$ cat config.mk
export PLATFORM = sky130hd
export DESIGN_NAME = barrel_shifter_pipe
export DESIGN_NICKNAME = d
export VERILOG_FILES = /design/src/rtl/barrel_shifter_pipe.sv
export SDC_FILE = /design/constraint.sdc
export NUM_CORES = 1
export LEC_CHECK = 0
export CAP_MARGIN = 20
export CORE_UTILIZATION = 30
export DETAILED_ROUTE_END_ITERATION = 16
export RECOVER_POWER = 100
export SYNTH_ARGS = -nofsm -noshare
export SYNTH_HDL_FRONTEND = slang
export SYNTH_SLANG_ARGS = --single-unit
$ cat constraint.sdc
create_clock -name clock -period 4.2 [get_ports clock]
set_clock_uncertainty 0.05 [all_clocks]
set_input_delay 1.05 -clock clock [delete_from_list [all_inputs] [get_ports clock]]
set_output_delay 1.05 -clock clock [all_outputs]
set_load 0.01 [all_outputs]
$ cat src/rtl/barrel_shifter_pipe.sv
// Pipelined barrel shifter: SHW binary shift levels spread across STAGES register
// stages, with carry/zero/illegal flags and valid/ready flow control on both sides.
module barrel_shifter_pipe #(
  parameter int WIDTH  = 32,
  parameter int STAGES = 2
) (
  input  logic                       clock,
  input  logic                       reset,
  input  logic                       in_valid,
  output logic                       in_ready,
  input  logic [WIDTH-1:0]           in_data,
  input  logic [$clog2(WIDTH)-1:0]   in_amt,
  input  logic [2:0]                 in_mode,
  output logic                       out_valid,
  input  logic                       out_ready,
  output logic [WIDTH-1:0]           out_data,
  output logic                       out_carry,
  output logic                       out_zero,
  output logic                       out_illegal
);

  localparam int SHW = $clog2(WIDTH);
  localparam int LPS = (SHW + STAGES - 1) / STAGES;

  localparam logic [2:0] MODE_SLL = 3'b000;
  localparam logic [2:0] MODE_SRL = 3'b001;
  localparam logic [2:0] MODE_SRA = 3'b010;
  localparam logic [2:0] MODE_ROL = 3'b011;
  localparam logic [2:0] MODE_ROR = 3'b100;

  logic             adv;
  logic             carry_in;
  logic [SHW-1:0]   left_idx;
  logic [SHW-1:0]   right_idx;

  logic [WIDTH-1:0] pipe_data  [STAGES];
  logic [SHW-1:0]   pipe_amt   [STAGES];
  logic [2:0]       pipe_mode  [STAGES];
  logic             pipe_carry [STAGES];
  logic             pipe_valid [STAGES];
  logic             zero_q;

  logic [WIDTH-1:0] src_data  [STAGES];
  logic [SHW-1:0]   src_amt   [STAGES];
  logic [2:0]       src_mode  [STAGES];
  logic             src_carry [STAGES];
  logic             src_valid [STAGES];
  logic [WIDTH-1:0] nxt_data  [STAGES];

  // Applies the shift levels lo..lo+LPS-1 owned by one stage; illegal modes pass through.
  function automatic logic [WIDTH-1:0] shift_levels(input logic [WIDTH-1:0] d,
                                                    input logic [SHW-1:0]   amt,
                                                    input logic [2:0]       mode,
                                                    input int               lo);
    logic [WIDTH-1:0] r;
    logic [SHW-1:0]   a;
    r = d;
    a = amt;
    for (int k = 0; k < SHW; k++) begin
      if (k >= lo && k < lo + LPS && a[0]) begin
        case (mode)
          MODE_SLL: r = r << (1 << k);
          MODE_SRL: r = r >> (1 << k);
          MODE_SRA: r = $unsigned($signed(r) >>> (1 << k));
          MODE_ROL: r = (r << (1 << k)) | (r >> (WIDTH - (1 << k)));
          MODE_ROR: r = (r >> (1 << k)) | (r << (WIDTH - (1 << k)));
          default:  r = r;
        endcase
      end
      a = a >> 1;
    end
    return r;
  endfunction

  assign adv      = !out_valid || out_ready;
  assign in_ready = adv;

  // Carry is taken from the original operand up front so later stages only forward one bit.
  // Negating the amount in SHW bits yields WIDTH-amt directly.
  always_comb begin
    left_idx  = SHW'(0) - in_amt;
    right_idx = in_amt - SHW'(1);
    carry_in  = 1'b0;
    if (in_amt != '0) begin
      case (in_mode)
        MODE_SLL, MODE_ROL:           carry_in = in_data[left_idx];
        MODE_SRL, MODE_SRA, MODE_ROR: carry_in = in_data[right_idx];
        default:                      carry_in = 1'b0;
      endcase
    end
  end

  always_comb begin
    src_data[0]  = in_data;
    src_amt[0]   = in_amt;
    src_mode[0]  = in_mode;
    src_carry[0] = carry_in;
    src_valid[0] = in_valid;
    for (int s = 1; s < STAGES; s++) begin
      src_data[s]  = pipe_data[s-1];
      src_amt[s]   = pipe_amt[s-1];
      src_mode[s]  = pipe_mode[s-1];
      src_carry[s] = pipe_carry[s-1];
      src_valid[s] = pipe_valid[s-1];
    end
    for (int s = 0; s < STAGES; s++) begin
      nxt_data[s] = shift_levels(src_data[s], src_amt[s], src_mode[s], s * LPS);
    end
  end

  // A single advance moves every stage at once, bubbles included, so a stall freezes the whole pipe.
  always_ff @(posedge clock) begin
    if (reset) begin
      for (int s = 0; s < STAGES; s++) begin
        pipe_valid[s] <= 1'b0;
        pipe_data[s]  <= '0;
        pipe_amt[s]   <= '0;
        pipe_mode[s]  <= MODE_SLL;
        pipe_carry[s] <= 1'b0;
      end
      zero_q <= 1'b0;
    end else if (adv) begin
      for (int s = 0; s < STAGES; s++) begin
        pipe_valid[s] <= src_valid[s];
        pipe_data[s]  <= nxt_data[s];
        pipe_amt[s]   <= src_amt[s];
        pipe_mode[s]  <= src_mode[s];
        pipe_carry[s] <= src_carry[s];
      end
      zero_q <= (nxt_data[STAGES-1] == '0);
    end
  end

  assign out_valid   = pipe_valid[STAGES-1];
  assign out_data    = pipe_data[STAGES-1];
  assign out_carry   = pipe_carry[STAGES-1];
  assign out_zero    = zero_q;
  assign out_illegal = (pipe_mode[STAGES-1] > MODE_ROR);

endmodule

# --- After elaboration in Yosys (flattened, before gate mapping) ---
# Memories as Yosys holds them, arrays and structs flattened.
# Index checks and enable logic that the tools add are counted.
word_totals:
  mem_bits_rw: 84
  mem_count: 5
  ff_bits: 1
  in_bits: 44
mem_list:
  columns: ["memory", "words", "width", "read_ports", "rd_ports_with_merged_regs", "write_ports", "line_no", "source"]
  rows:
  - ["pipe_data", 2, 32, 2, 0, 2, "36", "logic [WIDTH-1:0] pipe_data [STAGES];"]
  - ["pipe_amt", 2, 5, 1, 0, 2, "37", "logic [SHW-1:0] pipe_amt [STAGES];"]
  - ["pipe_mode", 2, 3, 2, 0, 2, "38", "logic [2:0] pipe_mode [STAGES];"]
  - ["pipe_carry", 2, 1, 2, 0, 2, "39", "logic pipe_carry [STAGES];"]
  - ["pipe_valid", 2, 1, 2, 0, 2, "40", "logic pipe_valid [STAGES];"]
op_classes:
  n_bitwise: 19
  n_reduce_logical: 9
  addsub: 2
  eq_ne: 8
  n_lt_le_gt_ge: 3
  n_mux: 31
op_table:
  columns: ["op", "count"]
  rows:
  - ["32-bit one-hot mux with 5 select lines", 4]
  - ["32-bit two-way mux", 7]
  - ["32-bit one-hot mux with 4 select lines", 1]
  - ["32-bit logical NOT", 1]
  - ["16-bit by 32-bit bitwise OR with 32-bit output", 1]
  - ["24-bit by 32-bit bitwise OR with 32-bit output", 1]
  - ["28-bit by 32-bit bitwise OR with 32-bit output", 1]
  - ["30-bit by 32-bit bitwise OR with 32-bit output", 1]
  - ["31-bit by 32-bit bitwise OR with 32-bit output", 1]
  - ["32-bit by 1-bit bitwise OR with 32-bit output", 1]
  - ["32-bit by 2-bit bitwise OR with 32-bit output", 1]
  - ["32-bit by 4-bit bitwise OR with 32-bit output", 1]
  - ["32-bit by 8-bit bitwise OR with 32-bit output", 1]
  - ["3-bit by 2-bit equality test with 1-bit output, second input constant", 4]
  - ["5-bit by 6-bit < comparator with 1-bit output, second input constant", 2]
  - ["1-bit two-way mux", 12]
  - ["1-bit binary-select mux with 5-bit select", 2]
  - ["5-bit two-way mux", 2]
  - ["1-bit bitwise OR", 10]
  - ["3-bit by 1-bit equality test with 1-bit output, second input constant", 2]
  - ["3-bit equality test, second input constant", 2]
  - ["3-bit logical NOT", 2]
  - ["3-bit two-way mux", 2]
  - ["5-bit nonzero test", 1]
  - ["8 further kinds", 9]

# --- Logic depth before layout (Yosys ltp) ---
logic_depth:
  word_depth: 10
  depth_mapped: 13
  mapped_depth_nobuf: 8

# --- Worst setup path before layout ---
# Ideal clock, no wire load.
synth_path:
  path_kind: "input -> register"
  start: "input in_amt[0]"
  end: "memory pipe_carry[0][0] (data pin)"
  required_ns: 3.882
  path_buffers: 6
  path_slack_ns: -0.059
  t_arrival_ns: 3.940
  setup_ns: 0.268
  stages: 13
  path_cell_list: "buf_4 buf_4 buf_2 buf_2 inv_1 ha_1 clkbuf_1 clkbuf_1 mux4_2 mux4_2 mux2i_1 o22a_1 nor3_1"
synth_rtl:
  columns: ["item", "line_no", "source"]
  rows:
  - ["from (decl)", "12", "input logic [$clog2(WIDTH)-1:0] in_amt,"]
  - ["to (decl)", "39", null]

==> impl_metrics.ini <==
[floorplan]
initial_core_util_pct = 30.8
num_rows = 58
coreArea_sq_um = 25300
die_area_sq_um = 26700
die-width_um = 163
die_h_um = 163
io_pins = 81

[worst_setup_path]
criticalPathCategory = in2reg
critPathMaxStageDelay_ps = 540
cp.required_ps = 4190
start_kind = primary input
reg2reg_depth = 10
crit_chain = clkdlybuf4s50_1, xnor2_2, nor2b_4, buf_4, clkbuf_2, mux2i_1, o21ai_0, a21oi_1, o21ai_0, a21oi_1, a211oi_1
worstPathMaxFanout = 15
crit_path_top_delay_cell = clkdlybuf4s50_1
rr_startpoint = pipe_mode[0][0]$_SDFFCE_PN0P_
r2r-end = out_zero$_SDFFE_PP0P_
worst-endpoint-arrival_ps = 3800
r2r_slack_ps = 640
cp-end-kind = register

[drt]
route.vias.total = 7538
drtIter0Drc = 780
dr.pass1.iters = 6
drc = 0
wl_per_cell_um = 19.7
ant_nets = 0
routed_wl_um = 25100
via_per_inst = 5.92

[logic_synthesis]
synth_ff_type = edfxtp_1
synthTopCellsByCount = 127 x nand2_1, 87 x nor2_1, 78 x a21oi_1
yosysMostFrequentCell = nand2_1
synth_warnings = 0
synth_nets = 972
netlist.area_leader.share_pct = 29.3
async_reset_ff_share_pct = 0
synth_top_area_cell = edfxtp_1
seq_area_frac_synth_pct = 29.5
synth.distinct_cells = 82
netlist_top_cells_area = edfxtp_1 29%, mux4_2 6.6%, nand2_1 6.1%
synth.avg_cell_area_sq_um = 8.42
synthCells = 926
syn-cell-area_sq_um = 7800
synth_edf_count = 76
ys_ff_latch = 77

[cts]
cts_max_path_buffers = 2
cts_buffers = 9
htreeDepth = 3
post_cts_buffers = 0
clock_sinks = 77
clk_latency_ps = 340
ctsResizeCount = 0
cts_tree = built
cts_hold_buffers = 0
clkTransAtPathRegs_ps = 50
cts_root_buffer = clkbuf_16

[cells_and_area]
nets = 985
fin_cells = 1274
final_area_sq_um = 8960
drive_above_1_share_pct = 11.8
num_antenna_cells = 0
nFillCells = 2648
syn2layout_area_growth_pct = 14.8

[timing]
rsz0062_at_grt = false
hold_viol = 0
worstMarginPinSlew_ps = 1780
period_needed_ps = 3810
fin_ws_ps = 389
setup_tns_ps = 0
setup_viol = 0
finalCritPeriodShare_pct = 90.7
maxSlewHeadroom_pct = -18.5
max_freq_mhz = 262
report.final.slew_viol_count = 76

[placed_design]
dp_hpwl_um = 18300
port_buffers = 80
place.gp.congestion = 0.902
dp_slack_ps = 65.8
place_area_sq_um = 8730
dp_cells = 1258

[global_route]
antenna_found_initial = 0
grt_pass1_wl_um = 40200
grt_usage_pct = 19.1
grt_pass1_vias = 6985
gr-total-overflow = 0
grt_max_degree = 76

[power_and_ir_drop]
power_leakage_nw = 3.27
internal-power_mw = 1.92
power.ir.vdd_worst_v = 0.000148
p_clk_share_pct = 27.7
seqPwrFrac_pct = 35.5
p_comb_share_pct = 36.7
p_per_area_nw_per_um2 = 326
power_mw = 2.92
power.switching_mw = 0.995
sw_frac_of_total_pct = 34.1

[run_status]
status = finished with violations
violations = capacitance limit, slew limit

[hold_path]
hold_path_end = out_zero$_SDFFE_PP0P_
hp-start = out_zero$_SDFFE_PP0P_
whs_path_depth = 2
hp-class = reg2reg

[flow_run]
max-cap-violations = 1
[sequential cells by signal, indices dropped and copies added (netlist names)]
signal      cells
pipe_data      64
pipe_valid      2
pipe_mode       6
out_zero        1
pipe_amt        2
pipe_carry      2
[area by class of cell]
| cell class | count | area, sq um | share of cell area (%) |
|---|---|---|---|
| Multi-Input combinational cell | 719 | 4760 | 53.2 |
| Sequential cell | 77 | 2300 | 25.7 |
| Timing Repair Buffer | 125 | 1140 | 12.8 |
| Tap cell | 330 | 413 | 4.61 |
| Clock buffer | 11 | 233 | 2.60 |
| Clock inverter | 5 | 75.1 | 0.838 |
| Inverter | 7 | 26.3 | 0.293 |
[power groups by stage]
stage	Combinational, mW	Sequential (mW)	Clock, mW
2_1_floorplan	0.780	1.01	0
3_3_place_gp	1.08	1.05	0
3_5_place_dp	1.08	1.05	0
4_1_cts	1.09	1.04	0.816
5_1_grt	1.16	1.05	0.854
6_report	1.07	1.04	0.809
[metal layers]
layer	up-vias	routed length, um	part of all wire [%]	GRT usage (%)
met5	-	0	0	0
met4	0	784	3.1	7.60
met3	58	1720	6.9	1.88
met2	378	11600	46	30.5
met1	3585	10900	44	26.4
li1	3517	-	-	-
[how the worst max path moves through the flow]
stage | start | cells after the start | end
finish | in_mode[1] | 11 | pipe_data[0][8]$_SDFFCE_PN0P_
global route | in_mode[1] | 11 | pipe_data[0][8]$_SDFFCE_PN0P_
CTS | in_mode[1] | 10 | pipe_data[0][15]$_SDFFCE_PN0P_
detailed placement | in_mode[1] | 10 | pipe_data[0][15]$_SDFFCE_PN0P_
global placement | in_mode[1] | 10 | pipe_data[0][15]$_SDFFCE_PN0P_
floorplan | in_amt[0] | 13 | pipe_carry[0][0]$_SDFFCE_PN0P_
[cell families after synthesis]
logic type	share of synthesized area, %
muxes	13.0
adders and majority gates	0.722
DFF	29.5
AOI/OAI and AO/OA	28.5
xor gates and xnor gates	0.898
and+or+nand+nor	18.0
buffers and inverters	9.29
[metrics by stage]
stage                     hold slack, ps  utilization (%)
after floorplan                      440                -
after global placement               418             34.5
after detailed placement             428             34.5
after CTS                            430             35.7
after global routing                 446             35.4
final                                423             35.4
[worst max-delay path: cells and delay by family]
kind	cells	cell delay, ps
buffers and inverters	3	1020
AO/OA/AOI/OAI	5	710
AND/OR/NAND/NOR	1	460
XOR/XNOR	1	340
multiplexers	1	200
[cells in the final DEF (no fill, tap or decap), drive strengths merged, types with 4 or more instances in the layout]
cell type      count
nand2            129
nor2              88
a21oi             79
edfxtp            76
o21ai             70
clkdlybuf4s50     41
dlygate4sd3       38
buf               37
mux2i             36
a22oi             27
a211oi            26
mux4              23
o22ai             23
a31oi             21
and2              20
clkbuf            20
a221oi            18
nand3             12
nor2b             11
mux2              11
nor3              10
a311oi             8
o221ai             8
nand2b             7
inv                7
a21o               7
o211ai             5
and3               5
nand3b             5
or2                5
a32oi              4
a221o              4
o22a               4
xnor2              4
Note: power is estimated with default switching activity, not from simulation.
